`config.mk`:
```
export PLATFORM = sky130hd
export DESIGN_NAME = serial_pattern_tx
export DESIGN_NICKNAME = d
export VERILOG_FILES = /design/src/rtl/serial_pattern_tx.sv
export SDC_FILE = /design/constraint.sdc
export NUM_CORES = 1
export LEC_CHECK = 0
export CAP_MARGIN = 30
export CORE_ASPECT_RATIO = 1.4
export CORE_UTILIZATION = 45
export CTS_BUF_LIST = sky130_fd_sc_hd__clkbuf_8
export DETAILED_ROUTE_END_ITERATION = 10
export PLACE_DENSITY_LB_ADDON = 0.15
export SYNTH_ARGS = -nofsm -noshare
export SYNTH_HDL_FRONTEND = slang
export SYNTH_SLANG_ARGS = --single-unit
```
`constraint.sdc`:
```
create_clock -name clk -period 1.7 [get_ports clk]
set_clock_uncertainty 0.1 [all_clocks]
set_input_delay 0.34 -clock clk [delete_from_list [all_inputs] [get_ports clk]]
set_output_delay 0.34 -clock clk [all_outputs]
set_load 0.03 [all_outputs]
```
`src/rtl/serial_pattern_tx.sv`:
```
// Serial frame transmitter: a 110 preamble, then 16 data bits MSB first, then an optional even-parity bit,
// followed by a configurable number of idle gap cycles.
module serial_pattern_tx #(
  parameter int unsigned GAP_CYCLES = 2,
  parameter int unsigned PARITY_EN  = 1
) (
  input  logic        clk,
  input  logic        reset,
  input  logic [15:0] in_data,
  input  logic        in_valid,
  output logic        in_ready,
  output logic        ser_out,
  output logic        ser_valid,
  output logic        ser_last,
  output logic        busy,
  output logic [7:0]  frame_cnt
);

  localparam int unsigned DATA_W   = 16;
  localparam int unsigned CNT_W    = 4;
  localparam int unsigned FCNT_W   = 8;
  localparam logic [CNT_W-1:0] PRE_LAST  = CNT_W'(2);
  localparam logic [CNT_W-1:0] DATA_LAST = CNT_W'(DATA_W - 1);
  localparam logic [CNT_W-1:0] DATA_PEN  = CNT_W'(DATA_W - 2);
  localparam logic [CNT_W-1:0] GAP_LAST  = (GAP_CYCLES == 0) ? CNT_W'(0) : CNT_W'(GAP_CYCLES - 1);

  typedef enum logic [2:0] {IDLE, PRE, DATA, PAR, GAP} state_t;

  state_t              state_q, state_d;
  logic [CNT_W-1:0]    cnt_q, cnt_d;
  logic [DATA_W-1:0]   shreg_q, shreg_d;
  logic                par_q, par_d;
  logic                out_d, valid_d, last_d, busy_d;
  logic [FCNT_W-1:0]   fcnt_d;
  logic                frame_end;

  assign in_ready = (state_q == IDLE);

  // State and output registers
  always_ff @(posedge clk) begin
    if (reset) begin
      state_q   <= IDLE;
      cnt_q     <= '0;
      shreg_q   <= '0;
      par_q     <= 1'b0;
      ser_out   <= 1'b0;
      ser_valid <= 1'b0;
      ser_last  <= 1'b0;
      busy      <= 1'b0;
      frame_cnt <= '0;
    end else begin
      state_q   <= state_d;
      cnt_q     <= cnt_d;
      shreg_q   <= shreg_d;
      par_q     <= par_d;
      ser_out   <= out_d;
      ser_valid <= valid_d;
      ser_last  <= last_d;
      busy      <= busy_d;
      frame_cnt <= fcnt_d;
    end
  end

  // Next state; the registered outputs describe the bit shown in the following cycle
  always_comb begin
    state_d   = state_q;
    cnt_d     = cnt_q;
    shreg_d   = shreg_q;
    par_d     = par_q;
    out_d     = 1'b0;
    valid_d   = 1'b0;
    last_d    = 1'b0;
    fcnt_d    = frame_cnt;
    frame_end = 1'b0;

    unique case (state_q)
      IDLE: begin
        if (in_valid) begin
          state_d = PRE;
          cnt_d   = '0;
          shreg_d = in_data;
          par_d   = ^in_data;
          out_d   = 1'b1;
          valid_d = 1'b1;
        end
      end
      PRE: begin
        valid_d = 1'b1;
        if (cnt_q == PRE_LAST) begin
          state_d = DATA;
          cnt_d   = '0;
          out_d   = shreg_q[DATA_W-1];
        end else begin
          cnt_d = cnt_q + CNT_W'(1);
          out_d = (cnt_q == '0);
        end
      end
      DATA: begin
        // shreg_q[DATA_W-1] is the bit currently on the line
        shreg_d = {shreg_q[DATA_W-2:0], 1'b0};
        if (cnt_q == DATA_LAST) begin
          if (PARITY_EN != 0) begin
            state_d = PAR;
            valid_d = 1'b1;
            out_d   = par_q;
            last_d  = 1'b1;
          end else begin
            frame_end = 1'b1;
          end
        end else begin
          cnt_d   = cnt_q + CNT_W'(1);
          valid_d = 1'b1;
          out_d   = shreg_q[DATA_W-2];
          last_d  = (PARITY_EN == 0) && (cnt_q == DATA_PEN);
        end
      end
      PAR: begin
        frame_end = 1'b1;
      end
      GAP: begin
        if (cnt_q == GAP_LAST) begin
          state_d = IDLE;
          cnt_d   = '0;
        end else begin
          cnt_d = cnt_q + CNT_W'(1);
        end
      end
      default: begin
        state_d = IDLE;
      end
    endcase

    if (frame_end) begin
      fcnt_d  = frame_cnt + FCNT_W'(1);
      cnt_d   = '0;
      state_d = (GAP_CYCLES == 0) ? IDLE : GAP;
    end

    busy_d = (state_d != IDLE);
  end

endmodule

```
==> results of run 1 <==
[cell families after synthesis]
family / synth area share
AND/OR/NAND/NOR: 0.2113
flip-flops: 0.3815
adder cells (fa/ha/maj): 0.03311
multiplexers: 0.09602
XOR/XNOR: 0.1020
buffers and inverters: 0.04238
AO/OA/AOI/OAI: 0.1338
[per-stage QoR]
step / power, mW / instance area, sq um / setup slack (ns) / instances
after detailed placement: 1.333 / 2426 / -0.1644 / 292
after global placement: 1.319 / 2426 / -0.1328 / 292
final: 2.094 / 2599 / -0.008221 / 302
after global routing: 2.178 / 2599 / -0.07740 / 302
after CTS: 2.101 / 2567 / -0.007120 / 301
after floorplan: 1.185 / 1898 / 0.002205 / 201
[cells in the mapped netlist, types with 2 or more instances]
library cell  number  area (sq um)
dfxtp_1           36         720.7
nor2_1            30         112.6
mux2i_1           17         170.2
a211oi_1          16         120.1
xnor2_1           14         122.6
a21oi_1            8         40.04
xor2_1             8         70.07
nand3_1            7         35.03
nand2_1            6         22.52
ha_1               5         62.56
buf_2              4         20.02
nand4_1            4         25.02
nor3_1             4         20.02
nand2b_1           3         18.77
nor3b_2            3         37.54
a2111oi_2          2         30.03
a22oi_1            2         15.01
buf_4              2         15.01
buf_6              2         22.52
clkbuf_1           2         7.510
inv_1              2         7.510
nand3b_1           2         15.01
or3b_1             2         17.52
[critical path, stage by stage (launching register included)]
cell and delay, ns:
dfxtp_4 0.37, inv_4 0.06, ha_4 0.12, or3b_4 0.38, a22oi_2 0.25, nand2_1 0.11
a22oi_1 0.15, a21oi_1 0.08
[timing repair]
action | 4_1_cts | 5_1_grt
setup buffers | 1 | 1
pin swaps | 4 | 4
cloned | 0 | 0
gates resized for setup | 24 | 8
setup endpoints to repair | 14 | 20
[metal layers]
layer / global-route usage / up-vias / part of all wire
met1: 0.2211 / 792 / 0.40
met2: 0.3821 / 34 / 0.55
met5: 0 / - / 0
met3: 0.05107 / 9 / 0.035
li1: - / 824 / -
met4: 0.09756 / 0 / 0.021
[worst paths after layout]
| check | from | to | slack [ns] | cells past startpoint |
|---|---|---|---|---|
| worst max-delay path | cnt_q[0] | cnt_q[3] | -0.008 | 7 |
| worst min-delay path | frame_cnt[1] | frame_cnt[1] | 0.39 | 2 |
| worst max register to register | cnt_q[0] | cnt_q[3] | -0.008 | 7 |
| worst min register to register | frame_cnt[1] | frame_cnt[1] | 0.39 | 2 |
[area by class of cell]
type                    instances  area [sq um]
inverters                       3         13.76
flip-flops and latches         36         732.0
well taps                      43         53.80
clock inverters                 3         42.54
fillers                       354          1388
multi-input cells             151          1145
clock buffers                   5         68.82
repair buffers                 61         543.0
[state kept, by name, indices dropped and copies added, names as in the netlist]
| register | cells |
|---|---|
| ser_out | 1 |
| ser_last | 1 |
| state_q | 3 |
| busy | 1 |
| cnt_q | 4 |
| ser_valid | 1 |
| frame_cnt | 8 |
| par_q | 1 |
| shreg_q | 16 |
[power groups by stage]
stage	Sequential, mW	Clock (mW)	Combinational (mW)
finish	0.921	0.768	0.404
CTS	0.919	0.781	0.401
floorplan	0.940	0	0.245
global route	0.926	0.815	0.437
detailed placement	0.937	0	0.396
global placement	0.936	0	0.383
==> flow_summary.yaml, run 1 <==
outcome:
  run_status: "complete, but fails checks"
  violations: "DRC, setup timing"
place:
  port_buffers: 31
  dp_hpwl_um: 3092
  place.gp.congestion: 0.8254
layout:
  final_common_cell: "dfxtp_1"
  fin_nets: 282
  num_antenna_cells: 0
  utilization: 0.6519
  mostFrequentLayoutCells: "dfxtp_1, nor2_1, buf_4"
  area_delta_synth_final_pct: 37.55
  drive_gt1_frac: 0.2625
floorplan:
  die_h_um: 78.67
  rows: 27
  design.core.area_sq_um: 3986
  start_util: 0.4739
  dieArea_sq_um: 4465
  die_w_um: 56.76
  num_io_pins: 32
global_route:
  grt_pass1_vias: 1701
  grt_pass1_wl_um: 7245
  overflow: 0
  grt_use_total: 0.2089
  antenna_found_initial: 0
  grt_max_degree: 29
clocking:
  cts.path.max_buffers: 2
  clock_sinks: 36
  cts_root_buf: "clkbuf_8"
  holdBufCountCts: 0
  clkLatencyLatePin_ns: 0.30
  cts_tree: "done"
  cts_made_buffers: 5
  h-tree-depth: 2
  clkTransAtPathRegs_ns: 0.08
power:
  p_leak_nw: 1.086
  power_switching_uw: 551.0
  intPower_mw: 1.543
  powerDensity_nw_per_um2: 805.6
  peakVddDrop_uv: 540.0
  sequentialPowerShare: 0.440
  clock_power_share: 0.367
  swShare: 0.2632
  combPwrFrac: 0.193
synthesis:
  synthFlopType: "dfxtp_1"
  synth_area_sq_um: 1889
  synth-async-reset-ratio: 0
  synth_edf_count: 0
  ys_seq_area_frac: 0.3815
  ys_types: 43
  syn_nets: 225
  synth-seq-cells: 36
  ys_warn_count: 0
  avgSynthCellArea_sq_um: 9.400
  syn_inst: 201
routing:
  dr.first_iter.drc_count: 66
  ant_nets: 0
  drc: 4
  vias_per_cell: 5.493
  num_vias: 1659
  firstDrtPassIters: 7
  wl_per_cell_um: 14.15
  wl_um: 4273
timing:
  rsz0062_at_grt: "true"
  tightest_slew_ns: 0.3203
  whs_ns: 0.3934
  finalSetupViolations: 1
  layout_worst_path_cycle_share: 1.005
  max_freq_ghz: 0.5854
  tns_ns: -0.008221
  finalHoldViolCount: 0
  maxSlewHeadroom: 0.7861
  min_period_ns: 1.708
  setup_ws_ns: -0.008221
  maxSlewViolCount: 0
worst_setup_path:
  worstPathMaxFanout: 3
  crit_path_start_kind: "register"
  path_class: "reg -> reg"
  cp.required_ns: 1.79
  crit_arrival_ns: 1.80
  end_kind: "register"
run:
  max_cap_violations: 0
worst_hold_path:
  hp-class: "reg -> reg"
Power figures use the tool's default switching activity.
==> run 2, diff against run 1 <==
--- a/config.mk
+++ b/config.mk
@@ -11,6 +11,7 @@
 export CTS_BUF_LIST = sky130_fd_sc_hd__clkbuf_8
 export DETAILED_ROUTE_END_ITERATION = 10
 export PLACE_DENSITY_LB_ADDON = 0.15
+export REMOVE_ABC_BUFFERS = 1
 export SYNTH_ARGS = -nofsm -noshare
 export SYNTH_HDL_FRONTEND = slang
 export SYNTH_SLANG_ARGS = --single-unit
==> flow_summary.yaml, run 2 (synthesized netlist as in run 1, its figures left out) <==
timing:
  setup_ws_ns: -0.02485
  max_freq_ghz: 0.5798
  maxSlewViolCount: 0
  tightest_slew_ns: 0.3261
  maxSlewHeadroom: 0.7817
  tns_ns: -0.03246
  finalSetupViolations: 2
  layout_worst_path_cycle_share: 1.015
  finalHoldViolCount: 0
  rsz0062_at_grt: "true"
  min_period_ns: 1.725
floorplan:
  die_h_um: 78.67
  die_w_um: 56.76
  rows: 27
  design.core.area_sq_um: 3986
  start_util: 0.4739
  dieArea_sq_um: 4465
  num_io_pins: 32
clocking:
  clkTransAtPathRegs_ns: 0.07
  cts_tree: "done"
  cts_root_buf: "clkbuf_8"
  cts_made_buffers: 5
  clock_sinks: 36
  h-tree-depth: 2
  cts.path.max_buffers: 2
  clkLatencyLatePin_ns: 0.30
global_route:
  use_met2: 0.3810
  grt_pass1_wl_um: 6996
  grt_pass1_vias: 1670
  grt_max_degree: 31
  use_met1: 0.2022
  grt_use_met3: 0.05272
  overflow: 0
  grt_use_total: 0.2025
  antenna_found_initial: 0
  grt_busiest_layer: "met2"
power:
  combPwrFrac: 0.202
  peakVddDrop_uv: 465.8
  clock_power_share: 0.358
  powerDensity_nw_per_um2: 783.4
  total_power_mw: 2.090
  intPower_mw: 1.557
  swShare: 0.2550
  power_switching_uw: 532.9
  p_leak_nw: 1.130
  sequentialPowerShare: 0.440
worst_setup_path:
  crit_path_frequent_cell: "a21oi_1"
  crit_arrival_ns: 1.80
  cp_cell_sequence: "inv_4 > ha_4 > or3b_4 > a22oi_2 > a21oi_1 > o21ai_1 > a21oi_1"
  crit_end: "cnt_q[2]"
  crit_family: "compound AO/OA/AOI/OAI gates"
  timing.rr.start: "cnt_q[1]"
  crit_slowest_cell: "dfxtp_4"
  cp_slowest_stage_delay_ns: 0.38
  crit_path_start: "cnt_q[1]"
  rr_worst_depth: 7
  end_kind: "register"
  crit_path_start_kind: "register"
  path_class: "reg -> reg"
  crit_buf_inv: 1
  cp.required_ns: 1.78
  reg2reg_to: "cnt_q[2]"
  r2r_setup_slack_ns: -0.02
  worstPathMaxFanout: 5
  crit_cells: 7
place:
  dp_hpwl_um: 3023
  placedCellCount: 295
  port_buffers: 31
  place.gp.congestion: 0.8056
routing:
  wl_per_cell_um: 14.02
  num_vias: 1689
  dr.first_iter.drc_count: 29
  vias_per_cell: 5.448
  firstDrtPassIters: 7
  ant_nets: 0
  drc: 2
  wl_um: 4347
layout:
  fin_cells: 310
  regMostFlops: "shreg_q"
  area_delta_synth_final_pct: 41.19
  top_regs: "shreg_q (16), frame_cnt (8), cnt_q (4)"
  fin_nets: 290
  drive_gt1_frac: 0.2772
  largest_reg_flops: 16
  num_antenna_cells: 0
  mostFrequentLayoutCells: "buf_4, dfxtp_1, nor2_1"
  final_common_cell: "buf_4"
worst_hold_path:
  hp-class: "reg -> reg"
outcome:
  run_status: "complete, but fails checks"
  violations: "DRC, setup timing"
run:
  max_cap_violations: 0
## run 2: worst min path at each step
| stage | cells after the start | end | start |
|---|---|---|---|
| after floorplan | 1 | frame_cnt[1] | reset |
| after global placement | 2 | frame_cnt[1] | frame_cnt[1] |
| after detailed placement | 2 | frame_cnt[1] | frame_cnt[1] |
| after CTS | 2 | frame_cnt[1] | frame_cnt[1] |
| after global routing | 2 | frame_cnt[1] | frame_cnt[1] |
| final | 2 | shreg_q[12] | shreg_q[11] |
## run 2: stage by stage
stage                     hold WS [ns]  setup WS [ns]  area, sq um  utilization
after global routing            0.4087       -0.09616         2668       0.6692
after floorplan                 0.3091        -0.3557         1821            -
after detailed placement        0.3900        -0.1456         2452       0.6152
after CTS                       0.4007      0.0005479         2591       0.6500
final                           0.4029       -0.02485         2668       0.6692
after global placement          0.3764        -0.1235         2452       0.6152
## run 2: area by class of cell
cell class	count	area, sq um
clock buffers	5	68.82
inverters	3	16.27
clock inverters	3	42.54
multi-input cells	151	1142
flip-flops and latches	36	728.2
well taps	43	53.80
repair buffers	69	615.6
fillers	326	1319
## run 2: worst min-delay path, stage by stage (launching register included)
cell      delay [ns]
dfxtp_1         0.31
nor2_1          0.10
a211oi_1        0.05
## run 2: power groups by stage
stage | clock, mW | combinational [mW] | sequential, mW
floorplan | 0 | 0.215 | 0.946
global placement | 0 | 0.393 | 0.935
detailed placement | 0 | 0.399 | 0.937
CTS | 0.766 | 0.409 | 0.918
global route | 0.798 | 0.456 | 0.924
finish | 0.747 | 0.423 | 0.920
## run 2: layer usage
layer,up-vias,part of all wire
met3,15,0.043
met2,51,0.53
met5,-,0
met4,0,0.032
met1,779,0.39
li1,844,-
## run 2: repair_timing
| item | 4_1_cts | 5_1_grt |
|---|---|---|
| setup endpoints to repair | 14 | 6 |
| setup buffers | 2 | 5 |
| hold buffers | 0 | 0 |
| hold endpoints to repair | 0 | 0 |
| resized for setup | 23 | 8 |
| pin swaps | 3 | 9 |
==> run 3, diff against run 2 <==
--- a/config.mk
+++ b/config.mk
@@ -6,11 +6,14 @@
 export NUM_CORES = 1
 export LEC_CHECK = 0
 export CAP_MARGIN = 30
+export CELL_PAD_IN_SITES_DETAIL_PLACEMENT = 0
+export CELL_PAD_IN_SITES_GLOBAL_PLACEMENT = 1
 export CORE_ASPECT_RATIO = 1.4
-export CORE_UTILIZATION = 45
+export CORE_UTILIZATION = 38
 export CTS_BUF_LIST = sky130_fd_sc_hd__clkbuf_8
 export DETAILED_ROUTE_END_ITERATION = 10
-export PLACE_DENSITY_LB_ADDON = 0.15
+export GPL_ROUTABILITY_DRIVEN = 0
+export PLACE_DENSITY = 0.85
 export REMOVE_ABC_BUFFERS = 1
 export SYNTH_ARGS = -nofsm -noshare
 export SYNTH_HDL_FRONTEND = slang
==> flow_summary.yaml, run 3 (synthesized netlist as in run 1, its figures left out) <==
run:
  max_cap_violations: 0
global_route:
  grt_use_total: 0.1723
  antenna_found_initial: 0
  overflow: 0
  grt_pass1_vias: 1596
  grt_max_degree: 18
  grt_pass1_wl_um: 6768
clocking:
  clkTransAtPathRegs_ns: 0.08
  clkLatencyLatePin_ns: 0.29
  cts_root_buf: "clkbuf_8"
  h-tree-depth: 2
  cts_made_buffers: 5
  cts_tree: "done"
  cts.path.max_buffers: 2
  clock_sinks: 36
layout:
  area_delta_synth_final_pct: 40.79
  fin_cells: 329
  regMostFlops: "shreg_q"
  design_area_sq_um: 2660
  drive_gt1_frac: 0.2755
  final_common_cell: "buf_4"
  num_antenna_cells: 0
  largest_reg_flops: 16
  n_fill_cell: 489
  fin_nets: 288
  top_regs: "shreg_q (16), frame_cnt (8), cnt_q (4)"
  utilization: 0.5536
  mostFrequentLayoutCells: "buf_4, dfxtp_1, nor2_1"
timing:
  min_period_ns: 1.715
  rsz0062_at_grt: "true"
  max_freq_ghz: 0.5830
  layout_worst_path_cycle_share: 1.009
  maxSlewViolCount: 0
  finalHoldViolCount: 0
  setup_ws_ns: -0.01518
  maxSlewHeadroom: 0.7835
  tightest_slew_ns: 0.3238
  finalSetupViolations: 1
routing:
  vias_per_cell: 5.030
  wl_per_cell_um: 12.10
  wl_um: 3980
  firstDrtPassIters: 4
  drc: 0
  num_vias: 1655
  dr.first_iter.drc_count: 31
  ant_nets: 0
worst_setup_path:
  crit_cells: 7
  crit_path_start_kind: "register"
  crit_arrival_ns: 1.79
  r2r_setup_slack_ns: -0.02
  rr_worst_depth: 7
  worstPathMaxFanout: 3
  crit_family: "simple AND/OR/NAND/NOR gates"
  crit_end: "cnt_q[3]"
  reg2reg_to: "cnt_q[3]"
  crit_path_start: "cnt_q[0]"
  crit_buf_inv: 1
  crit_slowest_cell: "dfxtp_4"
  cp.required_ns: 1.78
  cp_cell_sequence: "inv_4 > ha_4 > or3b_4 > a22oi_2 > nand2_1 > a22oi_1 > a21oi_1"
  end_kind: "register"
  cp_slowest_stage_delay_ns: 0.37
  timing.rr.start: "cnt_q[0]"
  path_class: "reg -> reg"
place:
  dp_hpwl_um: 2951
  placedCellCount: 314
  port_buffers: 31
  place_area_sq_um: 2439
floorplan:
  die_h_um: 85.43
  dieArea_sq_um: 5262
  num_io_pins: 32
  design.core.area_sq_um: 4805
  start_util: 0.3932
  rows: 30
  die_w_um: 61.60
power:
  peakVddDrop_uv: 524.8
  powerDensity_nw_per_um2: 779.6
  p_leak_nw: 1.121
outcome:
  run_status: "complete, but fails checks"
  violations: "setup timing"
worst_hold_path:
  hp-class: "reg -> reg"
## run 3: cell count changes in the layout (fill, tap and decap cells not counted), sizes merged
cell and change:
buf -2, dlygate4sd2 -1, dlymetal6s2s +1
## run 3: how the worst min path moves through the flow
| stage | depth (start not counted) | start | slack, ns | endpoint |
|---|---|---|---|---|
| after floorplan | 1 | reset | 0.31 | frame_cnt[1] |
| after global placement | 2 | frame_cnt[1] | 0.38 | frame_cnt[1] |
| after global routing | 2 | shreg_q[13] | 0.42 | shreg_q[14] |
| final | 2 | shreg_q[13] | 0.40 | shreg_q[14] |
| after detailed placement | 2 | shreg_q[12] | 0.39 | shreg_q[13] |
| after CTS | 2 | shreg_q[13] | 0.40 | shreg_q[14] |
## run 3: cell type report
class	count	area, sq um	share of cell area
multi-input cells	151	1146	0.4309
flip-flops and latches	36	729.5	0.2742
repair buffers	67	579.3	0.2178
well taps	64	80.08	0.03010
clock buffers	5	68.82	0.02587
clock inverters	3	42.54	0.01599
inverters	3	13.76	0.005174
## run 3: timing repair
| action | CTS | global route |
|---|---|---|
| setup buffers | 5 | 2 |
| endpoints found under the hold margin | 0 | 0 |
| endpoints found under the setup margin | 13 | 24 |
| gates resized for setup | 24 | 7 |
| pin swaps | 4 | 5 |
| hold buffers | 0 | 0 |
## run 3: power by group
| part | total, mW | switching [mW] | internal (mW) |
|---|---|---|---|
| registers | 0.918 | 0.0300 | 0.888 |
| clock network | 0.749 | 0.315 | 0.434 |
| logic | 0.407 | 0.181 | 0.226 |
## run 3: worst register-to-register path: cells and delay by family, from the launching register on
family	cells	cell delay, ns
AO/OA/AOI/OAI	3	0.47
adder cells (fa/ha/maj)	1	0.12
buffers and inverters	1	0.06
flip-flops	1	0.37
AND/OR/NAND/NOR	2	0.48
## run 3: per-stage QoR
stage / setup TNS, ns / setup slack (ns) / hold WS [ns] / power (mW)
finish: -0.01518 / -0.01518 / 0.3986 / 2.074
global route: -0.1675 / -0.07968 / 0.4232 / 2.184
CTS: -0.03391 / -0.03391 / 0.4005 / 2.089
detailed placement: -0.5673 / -0.1498 / 0.3913 / 1.323
global placement: -0.3167 / -0.1153 / 0.3792 / 1.320
floorplan: -6.921 / -0.3557 / 0.3091 / 1.161
## run 3: routing by layer
metal / GRT usage / part of all wire
met5: 0 / 0
met4: 0.07071 / 0.025
met3: 0.04268 / 0.034
met2: 0.3089 / 0.54
met1: 0.1830 / 0.40
